==> src/rtl/ps2_smg_ctrlmod.sv <==
// Display-ownership arbiter between PS/2 keycodes and a background word; outputs registered, 1-cycle latency, no backpressure (one iTrig per edge at most).
// Optional DUP_FILTER_EN: keycode repeats while the keyboard owns the display only extend the hold.
module ps2_smg_ctrlmod #(
   parameter int HOLD_CYC = 50_000_000
) (
   input  logic        CLOCK,
   input  logic        RESET,
   input  logic        iTrig,
   input  logic [7:0]  iData,
   input  logic [2:0]  iTag,
   input  logic [23:0] iBgData,
   input  logic        iLock,
   output logic [23:0] oData,
   output logic [2:0]  oTag,
   output logic        oOwner,
   output logic [7:0]  oEvtCnt
);

   typedef enum logic {
      ST_BG  = 1'b0,
      ST_KEY = 1'b1
   } state_t;

   localparam logic [25:0] RELOAD = 26'(HOLD_CYC - 1);

   state_t      state;
   state_t      state_nxt;
   logic [25:0] cnt;
   logic [25:0] cnt_nxt;
   logic [7:0]  hist0;
   logic [7:0]  hist1;
   logic [7:0]  hist2;
   logic [7:0]  hist0_nxt;
   logic [7:0]  hist1_nxt;
   logic [7:0]  hist2_nxt;
   logic [23:0] data_nxt;
   logic [2:0]  tag_nxt;
   logic [7:0]  evt_cnt_nxt;
   logic        rpt_evt;
   logic        accept_evt;

   // A repeat still counts as keyboard activity for the hold timer.
   always_comb begin
      rpt_evt = 1'b0;
`ifdef DUP_FILTER_EN
      rpt_evt = iTrig && (state == ST_KEY) && (iData == hist0);
`endif
      accept_evt = iTrig && !rpt_evt;
   end

   always_ff @(posedge CLOCK) begin
      if (RESET) begin
         state <= ST_BG;
         cnt   <= '0;
      end else begin
         state <= state_nxt;
         cnt   <= cnt_nxt;
      end
   end

   // Lock overrides everything; an event arriving at cnt==0 keeps KEY alive.
   always_comb begin
      state_nxt = state;
      cnt_nxt   = cnt;
      if (iLock) begin
         state_nxt = ST_BG;
         cnt_nxt   = '0;
      end else begin
         case (state)
            ST_BG: begin
               if (accept_evt) begin
                  state_nxt = ST_KEY;
                  cnt_nxt   = RELOAD;
               end
            end
            ST_KEY: begin
               if (iTrig) begin
                  cnt_nxt = RELOAD;
               end else if (cnt != '0) begin
                  cnt_nxt = cnt - 26'd1;
               end else begin
                  state_nxt = ST_BG;
               end
            end
            default: begin
               state_nxt = ST_BG;
               cnt_nxt   = '0;
            end
         endcase
      end
   end

   always_comb begin
      hist0_nxt   = hist0;
      hist1_nxt   = hist1;
      hist2_nxt   = hist2;
      tag_nxt     = oTag;
      evt_cnt_nxt = oEvtCnt;
      if (accept_evt) begin
         hist0_nxt   = iData;
         hist1_nxt   = hist0;
         hist2_nxt   = hist1;
         tag_nxt     = iTag;
         evt_cnt_nxt = oEvtCnt + 8'd1;
      end
      // Built from next-state history so a new keycode shows on its own edge.
      if (state_nxt == ST_KEY) begin
         data_nxt = {hist2_nxt, hist1_nxt, hist0_nxt};
      end else begin
         data_nxt = iBgData;
      end
   end

   always_ff @(posedge CLOCK) begin
      if (RESET) begin
         hist0   <= 8'h00;
         hist1   <= 8'h00;
         hist2   <= 8'h00;
         oData   <= 24'h000000;
         oTag    <= 3'b000;
         oOwner  <= 1'b0;
         oEvtCnt <= 8'h00;
      end else begin
         hist0   <= hist0_nxt;
         hist1   <= hist1_nxt;
         hist2   <= hist2_nxt;
         oData   <= data_nxt;
         oTag    <= tag_nxt;
         oOwner  <= (state_nxt == ST_KEY);
         oEvtCnt <= evt_cnt_nxt;
      end
   end

endmodule

==> config.mk <==
export PLATFORM = sky130hd
export DESIGN_NAME = ps2_smg_ctrlmod
export DESIGN_NICKNAME = d
export VERILOG_FILES = /design/src/rtl/ps2_smg_ctrlmod.sv
export SDC_FILE = /design/constraint.sdc
export NUM_CORES = 1
export LEC_CHECK = 0
export CORE_MARGIN = 1
export CORE_UTILIZATION = 40
export DETAILED_ROUTE_END_ITERATION = 10
export PLACE_DENSITY = 0.64
export SLEW_MARGIN = 40
export SYNTH_ARGS = -nofsm -noshare
export SYNTH_HDL_FRONTEND = slang
export SYNTH_SLANG_ARGS = --single-unit
==> constraint.sdc <==
create_clock -name CLOCK -period 3 [get_ports CLOCK]
set_clock_uncertainty 0.05 [all_clocks]
set_input_delay 0.6 -clock CLOCK [delete_from_list [all_inputs] [get_ports CLOCK]]
set_output_delay 0.6 -clock CLOCK [all_outputs]
set_load 0.005 [all_outputs]
==> flow_summary.html <==
<table>
<tr><th>Metric</th><th>Value</th></tr>
<tr><th colspan="2">Clocking</th></tr>
<tr><td>Hold_buf cts</td><td>0</td></tr>
<tr><td>Root Buffer Master</td><td>clkbuf_8</td></tr>
<tr><td>Resize count post-CTS</td><td>0</td></tr>
<tr><td>Insertion delay to the later sink of the worst-skew pair</td><td>0.36 ns</td></tr>
<tr><td>Clock Tree Buf Depth</td><td>2</td></tr>
<tr><td>CTS tree</td><td>yes</td></tr>
<tr><td>Post-CTS Repair Setup Buffers</td><td>0</td></tr>
<tr><td>Clock input transition at the sequential cells of the worst setup and hold paths</td><td>0.08 ns</td></tr>
<tr><td>CTS Buf Count</td><td>9</td></tr>
<tr><td>Maximum level of the CTS H-tree</td><td>3</td></tr>
<tr><td>Sinks on the clock net</td><td>86</td></tr>
<tr><th colspan="2">Logic synthesis</th></tr>
<tr><td>Count of yosys warnings during synthesis</td><td>0</td></tr>
<tr><td>Top area cells in the synthesized netlist</td><td>dfxtp_1, mux2_4, mux2i_1, nor2b_1, nor2_1</td></tr>
<tr><td>Avg Cell Area, Syn</td><td>10.4 um^2</td></tr>
<tr><td>Gate count after technology mapping</td><td>361</td></tr>
<tr><td>Fraction of post-synthesis cell area in the top cell type by area</td><td>46.0%</td></tr>
<tr><td>Fraction of synthesis flops using an asynchronous set or reset pin</td><td>0%</td></tr>
<tr><td>Count of different cell masters after synthesis</td><td>53</td></tr>
<tr><td>Leading register cell type out of synthesis</td><td>dfxtp_1</td></tr>
<tr><td>Yosys top cell by area</td><td>dfxtp_1</td></tr>
<tr><td>Sequential cell area fraction in the yosys report</td><td>46.0%</td></tr>
<tr><td>Number of enable-type register cells in the synthesized netlist</td><td>0</td></tr>
<tr><td>Netlist area before placement</td><td>3740 um^2</td></tr>
<tr><td>Register bit total from synthesis</td><td>86</td></tr>
<tr><td>Mapped Nets</td><td>402</td></tr>
<tr><th colspan="2">Placement</th></tr>
<tr><td>Placed Instances</td><td>531</td></tr>
<tr><td>Port bufs</td><td>74</td></tr>
<tr><td>Last weighted congestion value of the routability-driven placer</td><td>0.762</td></tr>
<tr><td>HPWL after DPL</td><td>5610 um</td></tr>
<tr><th colspan="2">Min path</th></tr>
<tr><td>Start point of the worst hold path</td><td>hist2[5]</td></tr>
<tr><td>Count of cells along the worst hold path</td><td>2</td></tr>
<tr><td>Worst hold-check path type</td><td>reg -&gt; reg</td></tr>
<tr><th colspan="2">STA</th></tr>
<tr><td>Worst Max-Slew Pin Slew</td><td>0.640 ns</td></tr>
<tr><td>Slew margin rel.</td><td>57.4%</td></tr>
<tr><td>Total count of max-transition violations in the final report</td><td>0</td></tr>
<tr><td>Total Negative Setup Slacks</td><td>0 ns</td></tr>
<tr><td>Timing-limited maximum frequency</td><td>440 MHz</td></tr>
<tr><td>Count of final setup violators</td><td>0</td></tr>
<tr><td>Final-report hold violation count</td><td>0</td></tr>
<tr><td>Final period util</td><td>75.7%</td></tr>
<tr><td>RSZ-0062 raised after global routing</td><td>false</td></tr>
<tr><td>Final period demand of the worst path</td><td>2.27 ns</td></tr>
<tr><th colspan="2">Power and ir drop</th></tr>
<tr><td>PD cells</td><td>505 nW/um^2</td></tr>
<tr><td>Worst IR Drop VDD</td><td>0.200 mV</td></tr>
<tr><td>Net switching share of the total power</td><td>25.5%</td></tr>
<tr><td>Part of the power in registers</td><td>50.6%</td></tr>
<tr><td>Cell internal power dissipation</td><td>1.81 mW</td></tr>
<tr><td>Total power consumption of the routed design</td><td>2.44 mW</td></tr>
<tr><td>NetSw</td><td>622 uW</td></tr>
<tr><td>Standby leakage power</td><td>1.84 nW</td></tr>
<tr><td>Clock power share</td><td>34.3%</td></tr>
<tr><td>Relative contribution of combinational cells to total power</td><td>15.1%</td></tr>
<tr><th colspan="2">Final layout</th></tr>
<tr><td>Proportion of layout cells with a drive suffix above 1</td><td>15.0%</td></tr>
<tr><td>Final layout net count</td><td>475</td></tr>
<tr><td>Number of cells in the finished layout apart from fillers</td><td>547</td></tr>
<tr><td>Final core utilization</td><td>54.2%</td></tr>
<tr><td>Antenna Cells</td><td>0</td></tr>
<tr><td>Layout Area Growth over Synthesis</td><td>28.9%</td></tr>
<tr><th colspan="2">GRT</th></tr>
<tr><td>Overall fraction of global-route tracks in use</td><td>17.6%</td></tr>
<tr><td>Number of antenna violations at the first check in global routing</td><td>0</td></tr>
<tr><td>First-pass GRT wire length</td><td>13600 um</td></tr>
<tr><td>Largest net degree at the start of global routing</td><td>46</td></tr>
<tr><td>Overflow after GRT</td><td>0</td></tr>
<tr><td>Via count of the first global-routing pass</td><td>2752</td></tr>
<tr><th colspan="2">Setup path</th></tr>
<tr><td>Peak per-stage delay on the critical path</td><td>0.43 ns</td></tr>
<tr><td>Ordered cell list for the critical path</td><td>nor4_1 &gt; nand3_2 &gt; o21ai_2 &gt; a21oi_4 &gt; buf_8 &gt; buf_16 &gt; mux2_4</td></tr>
<tr><td>Worst setup path category</td><td>reg -&gt; reg</td></tr>
<tr><td>Required time reported for the critical path endpoint</td><td>3.20 ns</td></tr>
<tr><td>Critical Path AT</td><td>2.47 ns</td></tr>
<tr><td>Critical R2R Launch</td><td>cnt[25]</td></tr>
<tr><td>Depth of the worst register-to-register path</td><td>7</td></tr>
<tr><td>Top fanout value on the critical path</td><td>12</td></tr>
<tr><td>Critical Path Start Type</td><td>flip-flop</td></tr>
<tr><td>Worst setup slack for register-to-register paths</td><td>0.73 ns</td></tr>
<tr><td>Crit path max-delay cell type</td><td>nor4_1</td></tr>
<tr><td>Type of destination of the critical path</td><td>flip-flop</td></tr>
<tr><td>Setup crit start</td><td>cnt[25]</td></tr>
<tr><th colspan="2">Drt</th></tr>
<tr><td>Total wire length</td><td>7920 um</td></tr>
<tr><td>Routed via count</td><td>2821</td></tr>
<tr><td>Detailed-routing iteration count for the pre-antenna-repair pass</td><td>4</td></tr>
<tr><td>1st-iter DRT viols</td><td>89</td></tr>
<tr><td>Vias per std cell</td><td>5.16</td></tr>
<tr><td>WL per Instance</td><td>14.5 um</td></tr>
<tr><td>Number of routed nets with antenna violations</td><td>0</td></tr>
<tr><td>Number of remaining DRC errors</td><td>0</td></tr>
<tr><th colspan="2">Die</th></tr>
<tr><td>Placement Rows</td><td>34</td></tr>
<tr><td>Initial Util</td><td>42.1%</td></tr>
<tr><td>Die Outline Area</td><td>9740 um^2</td></tr>
<tr><td>Std-Cell Core Area</td><td>8890 um^2</td></tr>
<tr><td>Num ports</td><td>75</td></tr>
<tr><td>Die X-Extent</td><td>98.7 um</td></tr>
<tr><td>Floorplan die height</td><td>98.7 um</td></tr>
<tr><th colspan="2">Job</th></tr>
<tr><td>Max-cap viol count</td><td>0</td></tr>
<tr><th colspan="2">Run status</th></tr>
<tr><td>Run status</td><td>finished clean</td></tr>
</table>
## layer usage
layer,vias to the layer above,track usage (%),routed length [um]
li1,1448,-,-
met3,8,2.98,297
met5,-,0,0
met2,54,27.0,3630
met4,0,8.27,110
met1,1311,24.3,3890
## final timing paths
| kind | to |
|---|---|
| worst min register to register | hist2[5] |
| worst min-delay path | hist2[5] |
| worst max register to register | oData[11] |
| worst max-delay path | oData[11] |
## through the flow
| stage | hold WS, ns | setup slack, ns | instance area (um^2) |
|---|---|---|---|
| CTS | 0.457 | 0.724 | 4820 |
| global placement | 0.427 | 0.456 | 4570 |
| global route | 0.487 | 0.615 | 4820 |
| finish | 0.455 | 0.729 | 4820 |
| detailed placement | 0.437 | 0.729 | 4610 |
| floorplan | 0.415 | 1.02 | 3740 |
## sequential cells by signal, indices dropped and copies added, names as in the netlist
name     flops
cnt         26
hist0        8
hist1        8
hist2        8
oData       24
oEvtCnt      8
oOwner       1
oTag         3
## layout by cell type (no fill, tap or decap), types with 3 or more instances in the layout
cell type and n:
nand2_1 6, clkbuf_8 10, mux2_4 20, nand4_1 4
buf_4 4, mux2i_1 28, xor2_1 7, nor3_1 6
nor2b_1 26, xnor2_1 5, nor4_1 8, dfxtp_1 86
o31ai_1 8, clkdlybuf4s50_1 72, a211oi_1 3, nor2_1 40
or3_1 12, or4_1 8, o21ai_0 8, a21oi_1 16
mux2_2 4, a31oi_1 5
## power by group through the flow
stage	sequential [mW]	combinational, mW	clock [mW]
CTS	1.23	0.371	0.862
finish	1.23	0.367	0.835
detailed placement	1.26	0.370	0
global placement	1.26	0.358	0
global route	1.24	0.401	0.930
floorplan	1.25	0.215	0
## worst max-delay path: cells and delay by family (launching register included)
| family | cells | cell delay, ns |
|---|---|---|
| muxes | 1 | 0.29 |
| AOI/OAI and AO/OA | 2 | 0.41 |
| DFF | 1 | 0.36 |
| buffers and inverters | 2 | 0.33 |
| and+or+nand+nor | 2 | 0.71 |
## area by class of cell
| type | count | area (um^2) |
|---|---|---|
| Clock inverter | 6 | 68.8 |
| Tap cell | 108 | 135 |
| Multi-Input combinational cell | 253 | 1920 |
| Timing Repair Buffer | 81 | 823 |
| Fill cell | 798 | 4070 |
| Sequential cell | 86 | 1720 |
| Inverter | 3 | 11.3 |
| Clock buffer | 10 | 138 |
## synth_stat cells, types with 2 or more instances
cell type,n
a211oi_1,3
a21oi_1,16
a311oi_1,2
a31oi_1,5
buf_1,2
buf_2,2
buf_6,2
clkbuf_1,12
dfxtp_1,86
ha_1,2
inv_1,2
mux2_2,4
mux2_4,20
mux2i_1,28
nand2_1,6
nand2b_1,2
nand3_1,2
nand4_1,4
nand4b_1,2
nor2_1,40
nor2b_1,26
nor3_1,6
nor4_1,8
nor4_4,2
nor4b_1,2
o211ai_2,2
o21a_1,2
o21ai_0,8
o31a_1,2
o31ai_1,8
or2_2,2
or3_1,12
or3_2,2
or4_1,8
xnor2_1,5
xor2_1,7
## cell families after synthesis
family / after synthesis / synth area share, %
compound gates: 56 / 10.5
xor+xnor: 12 / 2.81
fa+ha+maj: 2 / 0.669
buf+inv: 22 / 2.78
flops: 86 / 46.0
mux: 52 / 16.7
simple gates: 131 / 20.5
(Power assumes the default switching activity.)
==> RTL change 1 (same flow settings) <==
Register the output `oEvtCnt` once more, cleared by the reset; this adds one clock of latency there. The other outputs are not delayed to match.
--- a/src/rtl/ps2_smg_ctrlmod.sv
+++ b/src/rtl/ps2_smg_ctrlmod.sv
@@ -24,2 +24,4 @@
    localparam logic [25:0] RELOAD = 26'(HOLD_CYC - 1);
+
+   logic [7:0] oEvtCnt_s0;
 
@@ -97,3 +99,3 @@
       tag_nxt     = oTag;
-      evt_cnt_nxt = oEvtCnt;
+      evt_cnt_nxt = oEvtCnt_s0;
       if (accept_evt) begin
@@ -103,3 +105,3 @@
          tag_nxt     = iTag;
-         evt_cnt_nxt = oEvtCnt + 8'd1;
+         evt_cnt_nxt = oEvtCnt_s0 + 8'd1;
       end
@@ -121,3 +123,3 @@
          oOwner  <= 1'b0;
-         oEvtCnt <= 8'h00;
+         oEvtCnt_s0 <= 8'h00;
       end else begin
@@ -129,3 +131,11 @@
          oOwner  <= (state_nxt == ST_KEY);
-         oEvtCnt <= evt_cnt_nxt;
+         oEvtCnt_s0 <= evt_cnt_nxt;
+      end
+   end
+
+   always_ff @(posedge CLOCK) begin
+      if (RESET) begin
+         oEvtCnt <= '0;
+      end else begin
+         oEvtCnt <= oEvtCnt_s0;
       end
Check against the original RTL: not equivalent (a bounded check fails within 4 cycles, from zero or initial values and one cycle with RESET high).
==> RTL change 1 against the unedited design <==
  * Worst setup slack got worse by 0.39 ns
  * Non-clock buffer count unchanged
  * Routed wire length decreased by 2.7%
  * Power increased by 5.8%
  * Synthesized area increased by 4.6%
  * Critical path depth increased by 2
  * Count of clock-buffer cells in the layout unchanged
  * First-iteration DRC count decreased by 5.6%
  * Hold slack got worse by 0.022 ns
  * Sequential cell count increased by 8
  * Global-route usage decreased by 1.7 points
  * Highest routed layer unchanged
  * Final area increased by 3.2%
==> RTL change 1: results (changes against the unedited design) <==
run_status:
  outcome: "completed"  # unchanged
drt:
  first_pass_iters: 5  # was 4
  wl_per_cell_um: 13.3  # was 14.5 um
  via_count: 2905  # was 2821
clock_tree:
  path_clk_slew_ns: 0.10  # was 0.08 ns
grt:
  grt_max_degree: 39  # was 46
  grt_pass1_vias: 2731  # was 2752
  grt_usage_pct: 15.9  # was 17.6%
  grt_first_pass_wirelength_um: 12700  # was 13600 um
synth:
  ys_types: 51  # was 53
  synth_nets: 418  # was 402
  ys_seq_area_share_pct: 48.1  # was 46.0%
  synth.area.top_cells: "dfxtp_1, mux2_4, mux2i_1"  # unchanged
critical_path:
  arrival_ns: 2.85  # was 2.47 ns
  r2r_cells: 9  # was 7
  crit_slowest_cell: "nor4b_1"  # was nor4_1
  slowest_delay_ns: 0.47  # was 0.43 ns
  rr_endpoint: "oData[1]"  # was oData[11]
  r2r-start: "cnt[0]"  # was cnt[25]
placement:
  hpwl_um: 5290  # was 5610 um
  gp_congestion: 0.728  # was 0.762
worst_hold_path:
  min_path_cells: 1  # was 2
  hold_start: "oEvtCnt_s0[7]"  # was hist2[5]
final_layout:
  fin_nets: 488  # was 475
sta:
  worst_pin_slew_ns: 0.605  # was 0.640 ns
power:
  vdd_drop_max_mv: 0.250  # was 0.200 mV
  cellLeakagePower_nw: 1.92  # was 1.84 nW
  p_switching_mw: 0.649  # was 0.622 mW
RTL change 1: routing by layer:
| metal | track usage [%] | vias to the layer above | wire (um) |
|---|---|---|---|
| met5 | 0 | - | 0 |
| li1 | - | 1475 | - |
| met4 | 7.02 | 0 | 123 |
| met2 | 25.3 | 68 | 3400 |
| met3 | 4.58 | 10 | 469 |
| met1 | 20.0 | 1352 | 3720 |
RTL change 1: logic make-up (layout without fill, tap and decap cells):
group                      count (synthesis)  in the layout  share of synthesized area [%]
AOI/OAI and AO/OA                         56             56                           9.85
xor gates and xnor gates                   9              9                           2.01
adders and majority gates                  2              2                          0.639
buffers and inverters                     30            105                           4.25
DFF                                       94             94                           48.1
muxes                                     52             52                           16.0
and+or+nand+nor                          134            134                           19.2
RTL change 1: area by class of cell:
class / instances / area, um^2
fillers: 852 / 4400
inverters: 8 / 30.0
repair buffers: 81 / 811
flip-flops and latches: 94 / 1880
multi-input cells: 253 / 1870
clock inverters: 6 / 80.1
well taps: 129 / 161
clock buffers: 10 / 138
RTL change 1: worst reg2reg max path: stages, from the launching register on:
cell and delay (ns):
dfxtp_1 0.34, inv_1 0.08, ha_1 0.20, nor4b_1 0.47
nand4b_1 0.29, o31ai_4 0.37, a21oi_4 0.13, buf_8 0.18
buf_16 0.17, mux2_4 0.29
RTL change 1: worst max path at each step:
stage | endpoint | startpoint
after floorplan | oData[0] | cnt[0]
after global placement | oData[22] | cnt[0]
after detailed placement | oData[18] | cnt[0]
after CTS | oData[1] | cnt[0]
after global routing | oData[1] | cnt[1]
final | oData[1] | cnt[0]
RTL change 1: per-stage QoR:
step | worst slack (ns) | cell area (um^2) | cells | hold WS [ns] | utilization [%]
finish | 0.343 | 4970 | 581 | 0.433 | 53.1
global route | 0.134 | 4970 | 581 | 0.450 | 53.1
CTS | 0.339 | 4970 | 581 | 0.431 | 53.1
detailed placement | 0.336 | 4760 | 565 | 0.417 | 50.8
global placement | 0.425 | 4710 | 563 | 0.413 | 50.3
floorplan | 0.733 | 3910 | 377 | 0.397 | -
RTL change 1: power groups by stage:
stage	Clock [mW]	Sequential, mW	Combinational (mW)
floorplan	0	1.36	0.226
global placement	0	1.36	0.350
detailed placement	0	1.36	0.363
CTS	0.908	1.33	0.365
global route	0.961	1.34	0.395
finish	0.882	1.33	0.362
==> RTL change 2 (same settings) <==
Made on the original files. The option `DUP_FILTER_EN` is turned on by a define.
--- a/src/rtl/ps2_smg_ctrlmod.sv
+++ b/src/rtl/ps2_smg_ctrlmod.sv
@@ -2,2 +2,4 @@
 // Optional DUP_FILTER_EN: keycode repeats while the keyboard owns the display only extend the hold.
+`define DUP_FILTER_EN
+
 module ps2_smg_ctrlmod #(
Behaviour: not the same (a bounded check fails within 4 cycles, from zero or initial values and one cycle with RESET high).
==> RTL change 2 against the unedited design <==
  * Via count increased by 4.7%
  * Routed wire length increased by 3.8%
  * Critical path depth unchanged
  * Clock power increased by 14%
  * Worst setup slack got worse by 0.21 ns
  * Combinational power increased by 2%
  * Power increased by 5.0%
  * Sequential cell count unchanged
  * Non-clock buffer count increased by 1
  * Synthesized area decreased by 4.3%
  * Final area decreased by 2.9%
  * Critical path type unchanged
  * Critical endpoint is now cnt[6]
==> RTL change 2: results (changes against the unedited design) <==
run_status:
  outcome: "completed"  # unchanged
grt:
  grt_first_pass_wirelength_um: 13600  # about the same
  grt_usage_pct: 17.9  # was 17.6%
  antenna_found_initial: 0  # unchanged
  grt_pass1_vias: 2844  # was 2752
  grt_max_degree: 58  # was 46
clock_tree:
  cts-resized-gates: 0  # unchanged
  htreeDepth: 3  # unchanged
  clk_path_buf_depth: 2  # unchanged
  cts-root-buf: "clkbuf_8"  # unchanged
  cts_buffers: 9  # unchanged
  post_cts_buffers: 0  # unchanged
  clock_latency_ns: 0.34  # was 0.36 ns
  path_clk_slew_ns: 0.09
placement:
  gp_congestion: 0.792  # was 0.762
  hpwl_um: 5790  # was 5610 um
  dp_cells: 547  # was 531
  post_dp_cell_area_um2: 4450  # was 4610 um^2
  port_buffers: 74  # unchanged
synth:
  ys_seq_area_share_pct: 48.1  # was 46.0%
  async_flop_share_pct: 0  # unchanged
  synth.area.top_cells: "dfxtp_1, mux2i_1, nor2_1"  # was dfxtp_1, mux2_4, mux2i_1
  yosysWarnings: 0  # unchanged
  synthTopCellsByCount: "dfxtp_1, nor2_1, mux2i_1"  # unchanged
  avgSynthCellArea_um2: 9.35  # was 10.4 um^2
  synth_nets: 424  # was 402
  ys_types: 46  # was 53
power:
  vdd_drop_max_mv: 0.300  # was 0.200 mV
  cellLeakagePower_nw: 1.70  # was 1.84 nW
  switching_share_pct: 24.2  # was 25.5%
final_layout:
  fin_nets: 491  # was 475
  antenna-diode-count: 0  # unchanged
  final-instance-count-excl-fill: 562  # was 547
  num-fill-cells: 830  # was 798
  reg.largest.list: "cnt: 26 flops, oData: 24 flops"  # unchanged
  layout-drive-gt1-share_pct: 7.93  # was 15.0%
sta:
  max_slew_margin_pct: 60.1  # was 57.4%
drt:
  dr.first_iter.drc_count: 112  # was 89
  first_pass_iters: 4  # unchanged
  viasPerCell: 5.25  # was 5.16
  wirelength_um: 8220  # was 7920 um
critical_path:
  arrival_ns: 2.65  # was 2.47 ns
  path_max_fanout: 7  # was 12
worst_hold_path:
  hold_path_class: "flop to flop"  # unchanged
RTL change 2: metal layers:
layer	GRT usage, %	part of all wire, %	up-vias
met5	0	0	-
met4	4.48	0.77	0
met3	5.85	6.3	6
met2	27.0	42	65
met1	24.6	51	1376
li1	-	-	1506
RTL change 2: path summary, 6_finish.rpt:
kind | startpoint | end | slack [ns] | cells past startpoint
setup / recovery | cnt[0] | cnt[6] | 0.52 | 7
hold / removal | cnt[7] | cnt[7] | 0.42 | 2
setup reg to reg | cnt[0] | cnt[6] | 0.52 | 7
hold reg to reg | cnt[7] | cnt[7] | 0.42 | 2
RTL change 2: per-stage QoR:
| step | utilization (%) | setup slack (ns) |
|---|---|---|
| CTS | 54.0 | 0.552 |
| global placement | 51.3 | 0.377 |
| detailed placement | 51.3 | 0.337 |
| finish | 54.0 | 0.522 |
| global route | 54.0 | 0.374 |
| floorplan | - | 0.763 |
RTL change 2: logic make-up (layout without fill, tap and decap cells):
logic type	count (synthesis)	after routing	synth area share, %
xor+xnor	22	22	5.38
mux	29	29	8.11
simple gates	129	129	17.6
fa+ha+maj	2	2	0.699
buf+inv	32	103	3.95
compound gates	83	83	16.2
flops	86	86	48.1
RTL change 2: area by class of cell:
class / count / area [um^2] / share of cell area, %
multi-input cells: 265 / 1750 / 37.3
flip-flops and latches: 86 / 1720 / 36.8
well taps: 108 / 135 / 2.89
clock inverters: 6 / 111 / 2.38
clock buffers: 9 / 124 / 2.64
repair buffers: 82 / 821 / 17.5
inverters: 6 / 22.5 / 0.481
RTL change 2: worst max-delay path, cell delays in order (launching register included):
cell and delay [ns]:
dfxtp_1 0.36, inv_1 0.07, ha_1 0.19, or4b_4 0.52
or2_0 0.39, o31ai_2 0.50, or4_2 0.20, a31oi_1 0.06
RTL change 2: power groups by stage:
stage          logic, mW  clock network (mW)  registers (mW)
2_1_floorplan      0.204                   0            1.26
3_3_place_gp       0.372                   0            1.26
3_5_place_dp       0.376                   0            1.26
4_1_cts            0.379               0.969            1.23
5_1_grt            0.412                1.01            1.24
6_report           0.375               0.948            1.23
